## src/rtl/os_cmd_collector.sv

```systemverilog
// Collects a command (user, action, item, quantity, seller, amount) from a stream of
// single-field valid strobes sharing the D bus, then presents it with a valid/ready handshake.
//
// Ports:
//   clk, rst            clock, asynchronous active-high reset
//   id_valid            D[7:0] is a user ID (in IDLE) or a seller ID (W_SELLER / W_CHK)
//   act_valid           D[3:0] is an action: 1 Buy, 2 Check, 4 Deposit, 8 Return
//   item_valid          D[1:0] is an item ID
//   num_valid           D[5:0] is an item count
//   amnt_valid          D[15:0] is a money amount
//   cmd_ready           downstream accepts the pending command
//   cmd_*               registered command fields, valid while cmd_valid is high
//   proto_err           registered one-cycle pulse per protocol violation
module os_cmd_collector (
  input  logic        clk,
  input  logic        rst,
  input  logic        id_valid,
  input  logic        act_valid,
  input  logic        item_valid,
  input  logic        num_valid,
  input  logic        amnt_valid,
  input  logic [15:0] D,
  input  logic        cmd_ready,
  output logic        cmd_valid,
  output logic [7:0]  cmd_user,
  output logic        cmd_user_new,
  output logic [3:0]  cmd_act,
  output logic [1:0]  cmd_item,
  output logic [5:0]  cmd_num,
  output logic [7:0]  cmd_seller,
  output logic [15:0] cmd_amnt,
  output logic        cmd_chk_seller,
  output logic        proto_err
);

  localparam logic [3:0] ActBuy     = 4'd1;
  localparam logic [3:0] ActCheck   = 4'd2;
  localparam logic [3:0] ActDeposit = 4'd4;
  localparam logic [3:0] ActReturn  = 4'd8;

  // Last W_CHK cycle (T+5) has window count 4.
  localparam logic [2:0] ChkLast = 3'd4;

  typedef enum logic [2:0] {
    StIdle, StGotUser, StWItem, StWNum, StWSeller, StWAmnt, StWChk, StIssue
  } state_e;

  state_e      state_q, state_d, act_next;
  logic        logged_q, logged_d;
  logic [2:0]  win_q, win_d;
  logic [7:0]  user_q, user_d;
  logic        user_new_q, user_new_d;
  logic [3:0]  act_q, act_d;
  logic [1:0]  item_q, item_d;
  logic [5:0]  num_q, num_d;
  logic [7:0]  seller_q, seller_d;
  logic [15:0] amnt_q, amnt_d;
  logic        chk_q, chk_d;
  logic        valid_q, valid_d;
  logic        perr_q, perr_d;

  logic [2:0]  n_valid;
  logic        any_valid, multi_valid, act_ok;

  assign n_valid = {2'b0, id_valid} + {2'b0, act_valid} + {2'b0, item_valid} +
                   {2'b0, num_valid} + {2'b0, amnt_valid};
  assign any_valid   = (n_valid != 3'd0);
  assign multi_valid = (n_valid > 3'd1);

  // Decode the action on D into its wait state.
  always_comb begin
    act_next = StIdle;
    act_ok   = 1'b1;
    case (D[3:0])
      ActBuy, ActReturn: act_next = StWItem;
      ActDeposit:        act_next = StWAmnt;
      ActCheck:          act_next = StWChk;
      default:           act_ok   = 1'b0;
    endcase
  end

  always_comb begin
    state_d    = state_q;
    logged_d   = logged_q;
    win_d      = win_q;
    user_d     = user_q;
    user_new_d = user_new_q;
    act_d      = act_q;
    item_d     = item_q;
    num_d      = num_q;
    seller_d   = seller_q;
    amnt_d     = amnt_q;
    chk_d      = chk_q;
    valid_d    = valid_q;
    perr_d     = 1'b0;

    if (state_q == StIssue) begin
      // Pending command is frozen; stray strobes only flag an error.
      if (any_valid) perr_d = 1'b1;
      if (cmd_ready) begin
        state_d    = StIdle;
        valid_d    = 1'b0;
        user_new_d = 1'b0;
      end
    end else if (multi_valid) begin
      perr_d  = 1'b1;
      state_d = StIdle;
    end else begin
      unique case (state_q)
        StIdle, StGotUser: begin
          if (id_valid) begin
            user_d     = D[7:0];
            logged_d   = 1'b1;
            user_new_d = 1'b1;
            state_d    = StGotUser;
          end else if (act_valid) begin
            if (logged_q && act_ok) begin
              // Unused fields of this action must read as zero at issue time.
              act_d    = D[3:0];
              item_d   = '0;
              num_d    = '0;
              seller_d = '0;
              amnt_d   = '0;
              chk_d    = 1'b0;
              win_d    = '0;
              state_d  = act_next;
            end else begin
              perr_d  = 1'b1;
              state_d = StIdle;
            end
          end else if (any_valid) begin
            perr_d  = 1'b1;
            state_d = StIdle;
          end
        end
        StWItem: begin
          if (item_valid) begin
            item_d  = D[1:0];
            state_d = StWNum;
          end else if (any_valid) begin
            perr_d  = 1'b1;
            state_d = StIdle;
          end
        end
        StWNum: begin
          if (num_valid) begin
            num_d   = D[5:0];
            state_d = StWSeller;
          end else if (any_valid) begin
            perr_d  = 1'b1;
            state_d = StIdle;
          end
        end
        StWSeller: begin
          if (id_valid) begin
            seller_d = D[7:0];
            valid_d  = 1'b1;
            state_d  = StIssue;
          end else if (any_valid) begin
            perr_d  = 1'b1;
            state_d = StIdle;
          end
        end
        StWAmnt: begin
          if (amnt_valid) begin
            amnt_d  = D;
            valid_d = 1'b1;
            state_d = StIssue;
          end else if (any_valid) begin
            perr_d  = 1'b1;
            state_d = StIdle;
          end
        end
        StWChk: begin
          if (id_valid) begin
            seller_d = D[7:0];
            chk_d    = 1'b1;
            valid_d  = 1'b1;
            state_d  = StIssue;
          end else if (any_valid) begin
            perr_d  = 1'b1;
            state_d = StIdle;
          end else if (win_q == ChkLast) begin
            valid_d = 1'b1;
            state_d = StIssue;
          end else begin
            win_d = win_q + 3'd1;
          end
        end
        StIssue: ;
      endcase
    end
  end

  always_ff @(posedge clk or posedge rst) begin
    if (rst) begin
      state_q    <= StIdle;
      logged_q   <= 1'b0;
      win_q      <= '0;
      user_q     <= '0;
      user_new_q <= 1'b0;
      act_q      <= '0;
      item_q     <= '0;
      num_q      <= '0;
      seller_q   <= '0;
      amnt_q     <= '0;
      chk_q      <= 1'b0;
      valid_q    <= 1'b0;
      perr_q     <= 1'b0;
    end else begin
      state_q    <= state_d;
      logged_q   <= logged_d;
      win_q      <= win_d;
      user_q     <= user_d;
      user_new_q <= user_new_d;
      act_q      <= act_d;
      item_q     <= item_d;
      num_q      <= num_d;
      seller_q   <= seller_d;
      amnt_q     <= amnt_d;
      chk_q      <= chk_d;
      valid_q    <= valid_d;
      perr_q     <= perr_d;
    end
  end

  assign cmd_valid      = valid_q;
  assign cmd_user       = user_q;
  assign cmd_user_new   = user_new_q;
  assign cmd_act        = act_q;
  assign cmd_item       = item_q;
  assign cmd_num        = num_q;
  assign cmd_seller     = seller_q;
  assign cmd_amnt       = amnt_q;
  assign cmd_chk_seller = chk_q;
  assign proto_err      = perr_q;

endmodule
```

## config.mk

```make
export PLATFORM = sky130hd
export DESIGN_NAME = os_cmd_collector
export DESIGN_NICKNAME = d
export VERILOG_FILES = /design/src/rtl/os_cmd_collector.sv
export SDC_FILE = /design/constraint.sdc
export NUM_CORES = 1
export LEC_CHECK = 0
export BUFFER_PORTS_ARGS = -buffer_cell sky130_fd_sc_hd__buf_2
export CORE_ASPECT_RATIO = 0.75
export CORE_UTILIZATION = 43
export DETAILED_ROUTE_END_ITERATION = 8
export PLACE_DENSITY_LB_ADDON = 0.08
export SYNTH_ARGS = -nofsm -noshare
export SYNTH_HDL_FRONTEND = slang
export SYNTH_SLANG_ARGS = --single-unit
```

## constraint.sdc

```tcl
create_clock -name clk -period 4.7 [get_ports clk]
set_input_delay 0.47 -clock clk [delete_from_list [all_inputs] [get_ports clk]]
set_output_delay 0.47 -clock clk [all_outputs]
set_load 0.005 [all_outputs]
```

==> results of run 1 <==
-- flip-flops by register name, summed over array words and instances, names as in the netlist, 2 cells and up --
register    flops
cmd_item        2
win_q           3
cmd_user        8
cmd_act         4
cmd_num         6
cmd_seller      8
cmd_amnt       16
state_q         3
-- cells in the mapped netlist (3+ instances only) --
library cell / n
dfrtp_1: 55
nand2_1: 31
inv_1: 28
mux2_2: 18
mux2i_1: 16
nor2_1: 13
o21ai_0: 13
a22o_1: 11
clkbuf_1: 11
a21oi_1: 7
nand3_1: 7
and3_1: 6
ha_1: 5
nor3_1: 5
a31oi_1: 4
nor2b_1: 4
and2_1: 3
nand2b_1: 3
-- power by group through the flow --
| stage | logic, µW | clock network (µW) | registers, µW |
|---|---|---|---|
| detailed placement | 550 | 0 | 744 |
| finish | 543 | 305 | 736 |
| global route | 604 | 335 | 759 |
| CTS | 549 | 317 | 737 |
| global placement | 535 | 0 | 744 |
| floorplan | 312 | 0 | 735 |
-- routing by layer --
| layer | vias to the layer above | share of wire, % | routed length, µm | track usage [%] |
|---|---|---|---|---|
| li1 | 1128 | - | - | - |
| met1 | 1162 | 50 | 3560 | 30.7 |
| met2 | 67 | 44 | 3150 | 32.9 |
| met3 | 2 | 5.3 | 373 | 4.12 |
| met4 | 0 | 0.31 | 22 | 2.99 |
| met5 | - | 0 | 0 | 0 |
-- cell families after synthesis --
| kind of cell | Yosys count |
|---|---|
| xor+xnor | 2 |
| simple gates | 90 |
| mux | 34 |
| buf+inv | 42 |
| compound gates | 54 |
| fa+ha+maj | 7 |
| flops | 55 |
-- final timing paths --
kind / end / start / depth (start not counted) / slack (ns)
hold reg to reg: cmd_chk_seller / cmd_chk_seller / 2 / 0.50
setup reg to reg: cmd_user[0] / state_q[1] / 3 / 2.32
max in group asynchronous: cmd_act[3] / rst / 3 / 3.90
setup / recovery: win_q[2] / id_valid / 11 / 1.34
hold / removal: cmd_amnt[14] / rst / 3 / 0.35
min in group clk: cmd_amnt[14] / D[14] / 3 / 0.40
-- layout make-up --
type | count | area share [%]
clock buffer | 5 | 2.00
clock inverter | 2 | 1.09
inverter | 28 | 3.06
multi-input combinational | 187 | 39.8
sequential | 55 | 40.1
tap | 81 | 2.95
timing repair buffer | 74 | 11.0
-- worst reg2reg max path, cell delays in order, from the launching register on --
cell      delay (ns)
dfrtp_1         0.64
nor2_1          0.59
nand3b_1        0.59
mux2_2          0.46
-- stage by stage --
stage | hold WS (ns) | power (µW) | cell area (µm²) | utilization (%)
CTS | 0.363 | 1600 | 3430 | 53.5
floorplan | 0.450 | 1050 | 2910 | -
global route | 0.378 | 1700 | 3430 | 53.5
detailed placement | 0.483 | 1290 | 3330 | 51.9
global placement | 0.468 | 1280 | 3330 | 51.9
finish | 0.349 | 1590 | 3430 | 53.5
==> run summary, run 1 <==
Status = finished clean
Minimum clock period = 3.36 ns
H-tree depth = 2
Unrepaired setup endpoints after global routing = no
DP Wirelength = 5090 µm
Grt total ovfl = 0
Mux contribution to synthesized area = 12.5%
Most frequent cells in the layout = 71 x buf_2, 55 x dfrtp_1, 31 x nand2_1
Post-Synth Simple-Gate Area = 16.8%
Syn_area_per_cell = 10.2 µm²
Area of the multi-input gates = 1370 µm²
Number of fill cells = 594
Cell Pwr Density = 462 nW/µm²
Die Ht = 73.2 µm
Placer Congestion = 0.850
Peak supply drop = 243 µV
Clk buf depth = 2
Ratio of cells with drive above 1 in the final layout = 31.3%
Antenna diodes = 0
Via count = 2359
Global-route wire length before repair = 11500 µm
Fmax = 298 MHz
Mapped Nets = 315
Switching part of the total = 33.1%
DRC violations left = 0
CP cell instances = buf_2 > fa_1 > inv_1 > fa_1 > inv_1 > ha_1 > or3b_2 > nor3_1 > a311oi_1 > a41oi_1 > o21ai_0
Initial Utilization = 45.4%
Register area = 1380 µm²
Hold crit path type = input pin to async pin
Setup Viol. Count Final = 0
Internal Pwr Total = 1060 µW
Core area = 6410 µm²
Fin. max-slew vios = 0
Leak Pwr = 0.00178 µW
Largest net degree at the start of global routing = 56
Area leader, netlist = dfrtp_1
Seq cells post-synth = 55
Final worst path period share = 71.5%
Cells after Synth = 284
Post-synth cell types = 50
Slew headroom = 53.5%
Vias in the first global route = 2230
Switch Pwr = 524 µW
Die X = 97.0 µm
Clk_lat worst skew = 0.30 ns
EDFF count, synth = 0
P&R area growth vs syn = 18.0%
# hold bufs at CTS = 0
CTS Buf Count = 5
Nets = 382
Asr flop ratio synth = 100%
Number of max-cap violations = 0
Crit-path slowest cell = fa_1
Layout Skew = 0.00927 ns
Post-Route WL = 7100 µm
Adder-cell share of the synthesized area = 3.53%
Top-area cell type share of the netlist area = 47.3%
Commonest non-fill, non-tap cell in the layout = buf_2
GRT Util Overall = 20.9%
Via density = 5.46
Starting DRT DRC Count = 148
Worst setup margin = 1.34 ns
Compound-Gate Fraction of Synth Area = 13.5%
Ports = 72
Sinks on Clock Net = 55
Worst path required time = 4.89 ns
Worst-path clk slew = 0.10 ns
Slew @ Worst Pin = 0.698 ns
CP peak stage delay = 0.57 ns
CTS tree = done
Warnings, synthesis = 0
Post-CTS sizing = 0
Crit-path leading delay family = adder cells
Cell Rows = 25
Initial antenna violation count = 0
Die area = 7100 µm²
Ranking of synthesized cells by area = dfrtp_1 47%, mux2_2 7.0%, mux2i_1 5.5%
Gate power share = 34.3%
DRT antenna net count = 0
Prevailing post-synth register cell = dfrtp_1
Crit path buf inv count = 3
DRT Pass-1 Iters = 4
Final hold violations = 0
Synthesized area = 2910 µm²
Setup tns final = 0 ns
CP Max Fanout = 15
Cell Count, Final, Fillers Out = 432
Avg WL per Cell = 16.4 µm
Register area share after synthesis = 47.3%
CP Data Arrival Time = 3.55 ns
# Post-CTS Setup Buffers = 0
IO Port Bufs = 71
Clk pwr share = 19.3%
Startpoint Class = input pin
Flop pwr share = 46.5%
CTS Root Cell = clkbuf_8
Worst slack at placement = 1.04 ns
Post-Synth XOR/XNOR Area = 0.602%
Placed cells = 425
Main combinational cell family by area after synthesis = simple AND/OR/NAND/NOR gates
Critical Path Sink Type = register
Setup CP Type = input pin to register
Power figures use the tool's default switching activity.
==> run 2, diff against run 1 <==
==> constraint.sdc (replaced) <==
create_clock -name clk -period 2.9 [get_ports clk]
set_input_delay 0.29 -clock clk [delete_from_list [all_inputs] [get_ports clk]]
set_output_delay 0.29 -clock clk [all_outputs]
set_load 0.005 [all_outputs]
==> run 2 against run 1 <==
Net effect:
- first-iteration DRC count is 41% higher
- clock power increased by 63%
- design area grew 5.8%
- largest cell class is now multi-input gates
==> run summary, run 2 (synthesized netlist as in run 1, its figures left out) <==
Status = finished clean (unchanged)
GRT Util Overall = 20.9% (about the same)
Ratio of cells with drive above 1 in the final layout = 35.9% (was 31.3%)
Area after DPL = 3500 µm² (was 3330 µm²)
Die X = 97.0 µm (unchanged)
Core area = 6410 µm² (unchanged)
Clk_lat worst skew = 0.31 ns (was 0.30 ns)
Initial antenna violation count = 0 (unchanged)
Via density = 5.28 (was 5.46)
IO Port Bufs = 71 (unchanged)
Final Instance Area = 3630 µm² (was 3430 µm²)
Unrepaired setup endpoints after global routing = no (unchanged)
Sinks on Clock Net = 55 (unchanged)
CP peak stage delay = 0.53 ns (was 0.57 ns)
DRT Pass-1 Iters = 4 (unchanged)
Initial Utilization = 45.4% (unchanged)
Most frequent cells in the layout = 71 x buf_2, 55 x dfrtp_1, 31 x nand2_1 (unchanged)
Leak Pwr = 0.00189 µW (was 0.00178 µW)
Post-Route WL = 7050 µm (was 7100 µm)
Worst path required time = 3.09 ns (was 4.89 ns)
# Post-CTS Setup Buffers = 0 (unchanged)
CTS tree = done (unchanged)
Critical Path Sink Type = register (unchanged)
Fin. max-slew vios = 0 (unchanged)
Placer Congestion = 0.933 (was 0.850)
Final Util = 56.6% (was 53.5%)
Number of flip-flops in the largest register = 16 (unchanged)
Cell Pwr Density = 730 nW/µm² (was 462 nW/µm²)
Setup Viol. Count Final = 0 (unchanged)
Crit-path leading delay family = adder cells (unchanged)
Largest net degree at the start of global routing = 41 (was 56)
DRC violations left = 0 (unchanged)
CP Max Fanout = 5 (was 15)
Via count = 2399 (was 2359)
Peak supply drop = 390 µV (was 243 µV)
Global-route wire length before repair = 11800 µm (was 11500 µm)
Worst-path clk slew = 0.10 ns (about the same)
Crit path buf inv count = 5 (was 3)
CP Data Arrival Time = 2.96 ns (was 3.55 ns)
Crit-path slowest cell = fa_1 (unchanged)
Commonest non-fill, non-tap cell in the layout = buf_2 (unchanged)
Avg WL per Cell = 15.5 µm (was 16.4 µm)
Slew @ Worst Pin = 0.509 ns (was 0.698 ns)
Slew headroom = 66.1% (was 53.5%)
Layout Skew = 0.00988 ns (was 0.00927 ns)
CTS Root Cell = clkbuf_8 (unchanged)
Die Ht = 73.2 µm (unchanged)
Setup tns final = 0 ns (unchanged)
Ports = 72 (unchanged)
Nets = 404 (was 382)
Antenna diodes = 0 (unchanged)
Hold crit path type = input pin to register (was input pin to async pin)
Number of max-cap violations = 0 (unchanged)
H-tree depth = 2 (unchanged)
Starting DRT DRC Count = 209 (was 148)
P&R area growth vs syn = 24.8% (was 18.0%)
Number of fill cells = 591 (was 594)
CP cell instances = buf_2 > fa_1 > inv_1 > fa_1 > inv_1 > ha_1 > nor3_2 > a21oi_1 > buf_4 > nor4_4 > buf_4 > mux2_2 (was buf_2 > fa_1 > inv_1 > fa_1 > inv_1 > ha_1 > or3b_2 > nor3_1 > a311oi_1 > a41oi_1 > o21ai_0)
Final worst path period share = 95.4%
DRT antenna net count = 0 (unchanged)
Cell Rows = 25 (unchanged)
Minimum clock period = 2.77 ns
Clk buf depth = 2 (unchanged)
Final hold violations = 0 (unchanged)
Setup CP Type = input pin to register (unchanged)
Grt total ovfl = 0 (unchanged)
Die area = 7100 µm² (unchanged)
CTS Buf Count = 5 (unchanged)
Vias in the first global route = 2359 (was 2230)
DP Wirelength = 5250 µm (was 5090 µm)
Startpoint Class = input pin (unchanged)
Fmax = 361 MHz
==> run 2: changes by cell type in the layout (fill, tap and decap cells not counted), sizes merged <==
cell,previous run,this run
buf,74,95
dlygate4sd3,0,1
==> run 2: tightest hold or removal path, stage by stage <==
cell and delay (ns):
buf_2 0.09, nand2_1 0.04, mux2i_1 0.05
==> run 2: report_power, final <==
group          switching (µW)  leakage [µW]  internal [µW]
logic                     466       0.00114            506
clock network             245     0.0000502            253
registers                 157      0.000709           1020
total                     868       0.00189           1780
==> run 2: area by class of cell <==
type                    count  area, µm²  share of cell area, %
repair buffers             96        558                   15.4
multi-input cells         187       1390                   38.1
well taps                  81        101                   2.79
clock buffers               5       68.8                   1.89
flip-flops and latches     55       1380                   37.9
inverters                  28        105                   2.89
clock inverters             2       37.5                   1.03
==> run 2: path summary, 6_finish.rpt <==
path,startpoint,endpoint,slack [ns],cells past startpoint
setup / recovery,id_valid,cmd_act[2],0.13,12
hold / removal,D[10],cmd_amnt[10],0.21,3
setup reg to reg,state_q[0],win_q[0],0.92,6
hold reg to reg,logged_q,logged_q,0.50,1
max in group asynchronous,rst,cmd_act[0],1.60,4
min in group asynchronous,rst,cmd_amnt[14],0.47,3
==> run 2: stage by stage <==
| step | worst slack, ns | power (µW) | std cells | hold WS, ns |
|---|---|---|---|---|
| 2_1_floorplan | 0.0123 | 1700 | 284 | 0.424 |
| 3_3_place_gp | -0.164 | 2140 | 446 | 0.274 |
| 3_5_place_dp | -0.216 | 2160 | 446 | 0.271 |
| 4_1_cts | 0.110 | 2670 | 454 | 0.197 |
| 5_1_grt | 0.0183 | 2850 | 454 | 0.187 |
| 6_report | 0.133 | 2650 | 454 | 0.205 |
==> run 2: what timing repair did <==
item | CTS | global route
hold endpoints to repair | 15 | 0
hold buffers | 1 | 0
endpoints found under the setup margin | 0 | 11
gates resized for setup | 0 | 3
==> run 2: routing by layer <==
layer	up-vias	share of wire, %	track usage [%]
met5	-	0	0
met4	0	0.64	4.64
met3	7	5.5	4.12
met2	81	44	32.3
met1	1140	50	30.6
li1	1171	-	-
